### config.mk
export PLATFORM = sky130hd
export DESIGN_NAME = c_readout_ctrl_flat
export DESIGN_NICKNAME = d
export VERILOG_FILES = /design/src/rtl/c_buf_pkg.sv /design/src/rtl/c_readout_ctrl_if.sv /design/src/rtl/c_row_cache.sv /design/src/rtl/c_readout_ctrl.sv /design/src/flat_wrapper.sv
export SDC_FILE = /design/constraint.sdc
export NUM_CORES = 1
export LEC_CHECK = 0
export ABC_AREA = 1
export ABC_CLOCK_PERIOD_IN_PS = 2460
export CELL_PAD_IN_SITES_DETAIL_PLACEMENT = 0
export CELL_PAD_IN_SITES_GLOBAL_PLACEMENT = 1
export CORE_UTILIZATION = 35
export CTS_CLUSTER_DIAMETER = 100
export DETAILED_ROUTE_END_ITERATION = 7
export PLACE_DENSITY = 0.79
export SYNTH_ARGS = -nofsm -noshare
export SYNTH_HDL_FRONTEND = slang
export SYNTH_HIERARCHICAL = 1
export SYNTH_SLANG_ARGS = --single-unit
### constraint.sdc
create_clock -name clk -period 2.46 [get_ports clk]
set_input_delay 0.492 -clock clk [delete_from_list [all_inputs] [get_ports clk]]
set_output_delay 0.492 -clock clk [all_outputs]
set_load 0.02 [all_outputs]
### src/rtl/c_buf_pkg.sv
// Shared C-buffer definitions used by both the read-side and write-side controllers.
package c_buf_pkg;

  localparam int C_ADDR_W = 16;
  localparam int LANE_W   = 32;
  localparam int LANES    = 4;
  localparam int C_ROW_W  = LANE_W * LANES;

  localparam logic [2:0] FUNCT_CLEAR  = 3'd1;
  localparam logic [2:0] FUNCT_READ_C = 3'd3;

  typedef enum logic [1:0] {
    IDLE    = 2'd0,
    RD_REQ  = 2'd1,
    RD_WAIT = 2'd2,
    RESP    = 2'd3
  } rd_state_e;

  // Lane 0 sits in the least significant bits of the row.
  function automatic logic [LANE_W-1:0] lane_sel(input logic [C_ROW_W-1:0] row,
                                                 input logic [1:0]         lane);
    logic [LANE_W-1:0] r;
    case (lane)
      2'd0:    r = row[31:0];
      2'd1:    r = row[63:32];
      2'd2:    r = row[95:64];
      default: r = row[127:96];
    endcase
    return r;
  endfunction

endpackage

### src/rtl/c_readout_ctrl_if.sv
// CPU-side command/response channel of the C readout controller.
interface c_readout_ctrl_if;
  logic        cmd_valid;
  logic        cmd_ready;
  logic [2:0]  funct;
  logic [31:0] input0;
  logic [31:0] input1;
  logic        rsp_valid;
  logic        rsp_ready;
  logic [31:0] rsp_data;

  modport master (
    output cmd_valid, funct, input0, input1, rsp_ready,
    input  cmd_ready, rsp_valid, rsp_data
  );

  modport slave (
    input  cmd_valid, funct, input0, input1, rsp_ready,
    output cmd_ready, rsp_valid, rsp_data
  );
endinterface

### src/rtl/c_row_cache.sv
// One-row cache of the C buffer: tag, valid and row data, with fill, invalidate and lookup.
// Invalidation (clear or a snooped write to the cached tag) takes priority over a fill.
module c_row_cache
  import c_buf_pkg::*;
#(
  parameter int ADDR_W = C_ADDR_W,
  parameter int ROW_W  = C_ROW_W
) (
  input  logic              clk,
  input  logic              rst_n,
  input  logic              fill_i,
  input  logic              fill_ok_i,
  input  logic [ADDR_W-1:0] fill_tag_i,
  input  logic [ROW_W-1:0]  fill_row_i,
  input  logic              clear_i,
  input  logic              snoop_en_i,
  input  logic [ADDR_W-1:0] snoop_addr_i,
  input  logic [ADDR_W-1:0] lookup_addr_i,
  output logic              hit_o,
  output logic [ROW_W-1:0]  row_o
);

  logic              valid_q, valid_d;
  logic [ADDR_W-1:0] tag_q;
  logic [ROW_W-1:0]  row_q;
  logic              inval;

  assign inval = clear_i || (snoop_en_i && (snoop_addr_i == tag_q));

  always_comb begin
    valid_d = valid_q;
    if (fill_i) valid_d = fill_ok_i;
    if (inval)  valid_d = 1'b0;
  end

  always_ff @(posedge clk) begin
    if (!rst_n) begin
      valid_q <= 1'b0;
      tag_q   <= '0;
      row_q   <= '0;
    end else begin
      valid_q <= valid_d;
      if (fill_i) begin
        tag_q <= fill_tag_i;
        row_q <= fill_row_i;
      end
    end
  end

  assign hit_o = valid_q && (tag_q == lookup_addr_i);
  assign row_o = row_q;

endmodule

### src/rtl/c_readout_ctrl.sv
// Read-side C buffer controller: serves READ_C lane reads from a one-row cache or the SRAM,
// stalls on writer hazards, and holds the response until the CPU accepts it.
module c_readout_ctrl
  import c_buf_pkg::*;
#(
  parameter int ADDR_W = C_ADDR_W,
  parameter int ROW_W  = C_ROW_W
) (
  input  logic              clk,
  input  logic              rst_n,
  c_readout_ctrl_if.slave   cpu,
  output logic              c_rd_en,
  output logic [ADDR_W-1:0] c_rd_addr,
  input  logic [ROW_W-1:0]  c_rd_data,
  input  logic              c_wr_en,
  input  logic [ADDR_W-1:0] c_wr_addr
);

  rd_state_e         state_q, state_d;
  logic [ADDR_W-1:0] addr_q, addr_d;
  logic [1:0]        lane_q, lane_d;
  logic [LANE_W-1:0] rsp_data_q, rsp_data_d;
  logic [ADDR_W-1:0] rd_addr_q, rd_addr_d;

  logic [ADDR_W-1:0] cmd_addr;
  logic [1:0]        cmd_lane;
  logic              accept_rd, accept_clr;
  logic              wr_hazard;
  logic              cache_hit;
  logic [ROW_W-1:0]  cache_row;
  logic              fill, clear;
  logic              unused_cmd_bits;

  assign cmd_addr        = cpu.input0[ADDR_W-1:0];
  assign cmd_lane        = cpu.input1[1:0];
  assign unused_cmd_bits = ^{cpu.input0[31:ADDR_W], cpu.input1[31:2]};

  assign accept_rd  = cpu.cmd_valid && (state_q == IDLE) && (cpu.funct == FUNCT_READ_C);
  assign accept_clr = cpu.cmd_valid && (state_q == IDLE) && (cpu.funct == FUNCT_CLEAR);
  assign wr_hazard  = c_wr_en && (c_wr_addr == addr_q);

  c_row_cache #(
    .ADDR_W (ADDR_W),
    .ROW_W  (ROW_W)
  ) u_cache (
    .clk           (clk),
    .rst_n         (rst_n),
    .fill_i        (fill),
    .fill_ok_i     (!wr_hazard),
    .fill_tag_i    (addr_q),
    .fill_row_i    (c_rd_data),
    .clear_i       (clear),
    .snoop_en_i    (c_wr_en),
    .snoop_addr_i  (c_wr_addr),
    .lookup_addr_i (cmd_addr),
    .hit_o         (cache_hit),
    .row_o         (cache_row)
  );

  always_comb begin
    state_d    = state_q;
    addr_d     = addr_q;
    lane_d     = lane_q;
    rsp_data_d = rsp_data_q;
    rd_addr_d  = rd_addr_q;
    fill       = 1'b0;
    clear      = 1'b0;
    case (state_q)
      IDLE: begin
        if (accept_rd) begin
          addr_d = cmd_addr;
          lane_d = cmd_lane;
          if (cache_hit) begin
            rsp_data_d = lane_sel(cache_row, cmd_lane);
            state_d    = RESP;
          end else begin
            rd_addr_d = cmd_addr;
            state_d   = RD_REQ;
          end
        end else if (accept_clr) begin
          clear = 1'b1;
        end
      end
      RD_REQ: begin
        if (!wr_hazard) state_d = RD_WAIT;
      end
      RD_WAIT: begin
        // Fill is disqualified inside the cache when the writer hits this row now.
        fill       = 1'b1;
        rsp_data_d = lane_sel(c_rd_data, lane_q);
        state_d    = RESP;
      end
      RESP: begin
        if (cpu.rsp_ready) state_d = IDLE;
      end
      default: state_d = IDLE;
    endcase
  end

  always_ff @(posedge clk) begin
    if (!rst_n) begin
      state_q    <= IDLE;
      addr_q     <= '0;
      lane_q     <= '0;
      rsp_data_q <= '0;
      rd_addr_q  <= '0;
    end else begin
      state_q    <= state_d;
      addr_q     <= addr_d;
      lane_q     <= lane_d;
      rsp_data_q <= rsp_data_d;
      rd_addr_q  <= rd_addr_d;
    end
  end

  assign c_rd_en       = (state_q == RD_REQ) && !wr_hazard;
  assign c_rd_addr     = rd_addr_q;
  assign cpu.cmd_ready = (state_q == IDLE);
  assign cpu.rsp_valid = (state_q == RESP);
  assign cpu.rsp_data  = rsp_data_q;

endmodule

### src/flat_wrapper.sv
// flat-port wrapper written by rule: the top's interface ports become plain ports
module c_readout_ctrl_flat import c_buf_pkg::*;
#(
  parameter int ADDR_W = C_ADDR_W,
  parameter int ROW_W  = C_ROW_W
)
  (clk, rst_n, c_rd_en, c_rd_addr, c_rd_data, c_wr_en, c_wr_addr, cpu_cmd_valid, cpu_funct, cpu_input0, cpu_input1, cpu_rsp_ready, cpu_cmd_ready, cpu_rsp_valid, cpu_rsp_data);
  c_readout_ctrl_if cpu_i ();
  input  logic clk;
  input  logic rst_n;
  output logic c_rd_en;
  output logic [ADDR_W-1:0] c_rd_addr;
  input  logic [ROW_W-1:0] c_rd_data;
  input  logic c_wr_en;
  input  logic [ADDR_W-1:0] c_wr_addr;
  input wire logic [$bits(cpu_i.cmd_valid)-1:0] cpu_cmd_valid;
  input wire logic [$bits(cpu_i.funct)-1:0] cpu_funct;
  input wire logic [$bits(cpu_i.input0)-1:0] cpu_input0;
  input wire logic [$bits(cpu_i.input1)-1:0] cpu_input1;
  input wire logic [$bits(cpu_i.rsp_ready)-1:0] cpu_rsp_ready;
  output wire logic [$bits(cpu_i.cmd_ready)-1:0] cpu_cmd_ready;
  output wire logic [$bits(cpu_i.rsp_valid)-1:0] cpu_rsp_valid;
  output wire logic [$bits(cpu_i.rsp_data)-1:0] cpu_rsp_data;
  assign cpu_i.cmd_valid = cpu_cmd_valid;
  assign cpu_i.funct = cpu_funct;
  assign cpu_i.input0 = cpu_input0;
  assign cpu_i.input1 = cpu_input1;
  assign cpu_i.rsp_ready = cpu_rsp_ready;
  assign cpu_cmd_ready = cpu_i.cmd_ready;
  assign cpu_rsp_valid = cpu_i.rsp_valid;
  assign cpu_rsp_data = cpu_i.rsp_data;
  c_readout_ctrl #(.ADDR_W(ADDR_W), .ROW_W(ROW_W)) u_core (.clk(clk), .rst_n(rst_n), .cpu(cpu_i), .c_rd_en(c_rd_en), .c_rd_addr(c_rd_addr), .c_rd_data(c_rd_data), .c_wr_en(c_wr_en), .c_wr_addr(c_wr_addr));
endmodule
==> impl_metrics.py <==
metrics = {
    "cts": {
        "cts_buffers": 25,
        "clk_pin_slew_ps": 60,
        "clk_path_buf_depth": 3,
        "cts-root-buf": "clkbuf_16",
        "clock_latency_ps": 520,
        "ctsHoldBuffers": 0,
        "cts_resized": 8,
        "postCtsSetupBuffers": 0,
        "htree_levels": 1,
        "clkSinkCount": 213,
        "cts_tree": "built",
    },
    "sta": {
        "min_period_ps": 2360,
        "slew_violations": 0,
        "clock.fmax_mhz": 423,
        "min_period_over_period_pct": 96.1,
        "slew_headroom_pct": 53.0,
        "worst-slew-pin-transition_ps": 705,
        "final.setup.worst_slack_ps": 95.5,
        "rsz0062_at_grt": "no",
        "final_hold_viol_count": 0,
        "setup_violations": 0,
        "holdWs_ps": 464,
        "skew_ps": 9.86,
        "tns_ps": 0,
    },
    "synth": {
        "syn-cell-area_um2": 10500,
        "ys.flop_type": "dfxtp_1",
        "ys_types": 38,
        "synth_edf_count": 0,
        "syn_inst": 1494,
        "synth-seq-cells": 213,
        "yosys.area.top_type_share_pct": 40.5,
        "synth_seq_area_share_pct": 40.5,
        "netlist_top_cells_count": "314 x nand2_1, 213 x dfxtp_1, 204 x nor2_1",
        "yosysMostFrequentCell": "nand2_1",
        "synth_area_leaders": "dfxtp_1 41%, nand2_1 11%, o21ai_0 8.3%",
        "yosysWarnings": 6,
        "async_reset_ff_share_pct": 0,
        "synth_top_cell_by_area": "dfxtp_1",
        "syn_nets": 1715,
        "syn_area_per_cell_um2": 7.04,
    },
    "outcome": {
        "status": "finished clean",
    },
    "flow_run": {
        "max_cap_violations": 0,
    },
    "place": {
        "hpwl_mm": 24.4,
        "globalplace.congestion": 0.875,
        "place_area_um2": 13400,
        "port_buffers": 220,
        "dp_slack_ps": -330,
    },
    "routing": {
        "first_iter_violations": 801,
        "via_per_inst": 5.05,
        "drc": 0,
        "drt_first_pass_iters": 5,
        "vias": 10800,
        "route.antenna.remaining_nets": 0,
        "avgRoutedWirePerCell_um": 17.0,
        "wl_mm": 36.4,
    },
    "finish": {
        "drive_gt1_share_pct": 15.4,
        "areaGrowthSynthToFinish_pct": 35.2,
        "post-route-util_pct": 48.0,
        "nets": 1948,
        "stdcell_area_um2": 14200,
    },
    "power": {
        "p_per_area_nw_per_um2": 914,
        "cellLeakagePower_nw": 5.74,
        "ir_drop_uv": 472,
    },
    "critical_path": {
        "worstSetupEndpointType": "output pin",
        "path_cells": "clkdlybuf4s50_1, xnor2_1, nand2_1, nor2_1, nand3_1, nand2_1, inv_1, buf_2",
        "rr_worst_depth": 13,
        "cp-start-kind": "input port",
        "worst_ep_required_time_ps": 1970,
        "max_stage_delay_ps": 440,
        "crit_path_max_fanout": 2,
        "cpMostUsedCell": "nand2_1",
        "setup.worst_path.class": "input port to output pin",
        "arrival_ps": 1870,
        "cpMaxStageDelayCell": "clkdlybuf4s50_1",
    },
    "global_routing": {
        "grt_util_all_layers_pct": 23.1,
        "grt_max_degree": 92,
        "overflow": 0,
        "antenna_found_initial": 2,
        "grt_pass1_vias": 10400,
        "grt_pass1_wl_mm": 56.5,
    },
    "floorplanning": {
        "die-width_um": 175,
        "die-height_um": 175,
        "row_count": 63,
        "core_area_um2": 29600,
        "initial_utilization_pct": 35.5,
        "pin_count": 267,
        "die_area_um2": 30700,
    },
    "worst_hold_path": {
        "hold_class": "register to register",
        "hold_path_depth": 2,
    },
}
-- worst paths after layout --
check / to / startpoint / slack [ps]
max: c_rd_en / c_wr_addr[8] / 100
min: u_core/c_rd_addr[3] / u_core/c_rd_addr[3] / 460
max reg2reg: u_core/cpu.rsp_data[9] / u_core/u_cache/tag_q[8] / 460
min reg2reg: u_core/c_rd_addr[3] / u_core/c_rd_addr[3] / 460
-- kinds of logic (layout without fill, tap and decap cells) --
group / Yosys count / in the layout / synth area share (%)
buffers and inverters: 171 / 421 / 8.15
xor gates and xnor gates: 15 / 15 / 1.25
DFF: 213 / 213 / 40.5
muxes: 1 / 1 / 0.107
other: 0 / 2 / 0
and+or+nand+nor: 730 / 730 / 30.6
AOI/OAI and AO/OA: 359 / 359 / 18.8
adders and majority gates: 5 / 5 / 0.595
-- registers in the layout, indices dropped and copies added, names as in the netlist --
name / count
u_core/addr_q: 16
u_core/c_rd_addr: 16
u_core/cpu.rsp_data: 32
u_core/lane_q: 2
u_core/state_q: 2
u_core/u_cache/row_o: 128
u_core/u_cache/tag_q: 16
u_core/u_cache/valid_q: 1
-- where the power goes --
group / internal (mW) / leakage [nW] / switching [mW]
clock: 2.09 / 0.393 / 1.46
combinational: 1.77 / 3.60 / 2.60
sequential: 4.53 / 1.74 / 0.556
-- worst max-delay path, delay by kind of cell --
family,cells,cell delay [ps]
and+or+nand+nor,4,480
xor gates and xnor gates,1,270
buffers and inverters,3,630
-- layout by cell type, fill, tap and decap left out, types with 3 or more instances in the layout --
cell,synthesis,routed
clkinv_2,0,8
dlygate4sd2_1,0,3
nor2_1,204,201
xnor2_1,11,11
a21oi_1,53,53
nor2_2,103,101
nand3_1,56,56
o211ai_1,33,33
o21ai_0,175,175
dlymetal6s2s_1,0,3
nand2_1,314,314
clkbuf_1,44,5
dfxtp_1,213,213
nor2_4,1,6
inv_2,8,8
buf_12,0,10
nand4_1,39,39
a21oi_2,14,14
inv_1,58,58
ha_1,5,4
buf_4,6,79
clkbuf_8,0,4
buf_2,33,3
xor2_1,4,4
clkbuf_16,0,25
o21ai_1,57,57
nor3_1,3,3
a31oi_1,21,21
clkdlybuf4s50_1,0,210
-- layer usage --
layer  part of all wire, %  up-vias  GRT usage (%)
met5                 0.038        -              0
met4                   2.6        2           7.07
met3                   5.8       55           4.29
met2                    47      304           38.5
met1                    45     5024           30.1
li1                      -     5401              -
-- final cells by class --
| cell class | count | area, um^2 |
|---|---|---|
| diodes | 2 | 5.00 |
| multi-input cells | 1110 | 5440 |
| repair buffers | 308 | 2970 |
| clock inverters | 10 | 78.8 |
| well taps | 390 | 488 |
| inverters | 69 | 269 |
| clock buffers | 34 | 699 |
| flip-flops and latches | 213 | 4260 |
| fillers | 3058 | 15400 |
-- metrics by stage --
| stage | total power [mW] | cells |
|---|---|---|
| 5_1_grt | 13.8 | 2135 |
| 3_5_place_dp | 9.51 | 2090 |
| 6_report | 13.0 | 2136 |
| 4_1_cts | 13.1 | 2134 |
| 2_1_floorplan | 7.82 | 1494 |
| 3_3_place_gp | 9.45 | 2090 |
Power figures use the tool's default switching activity.
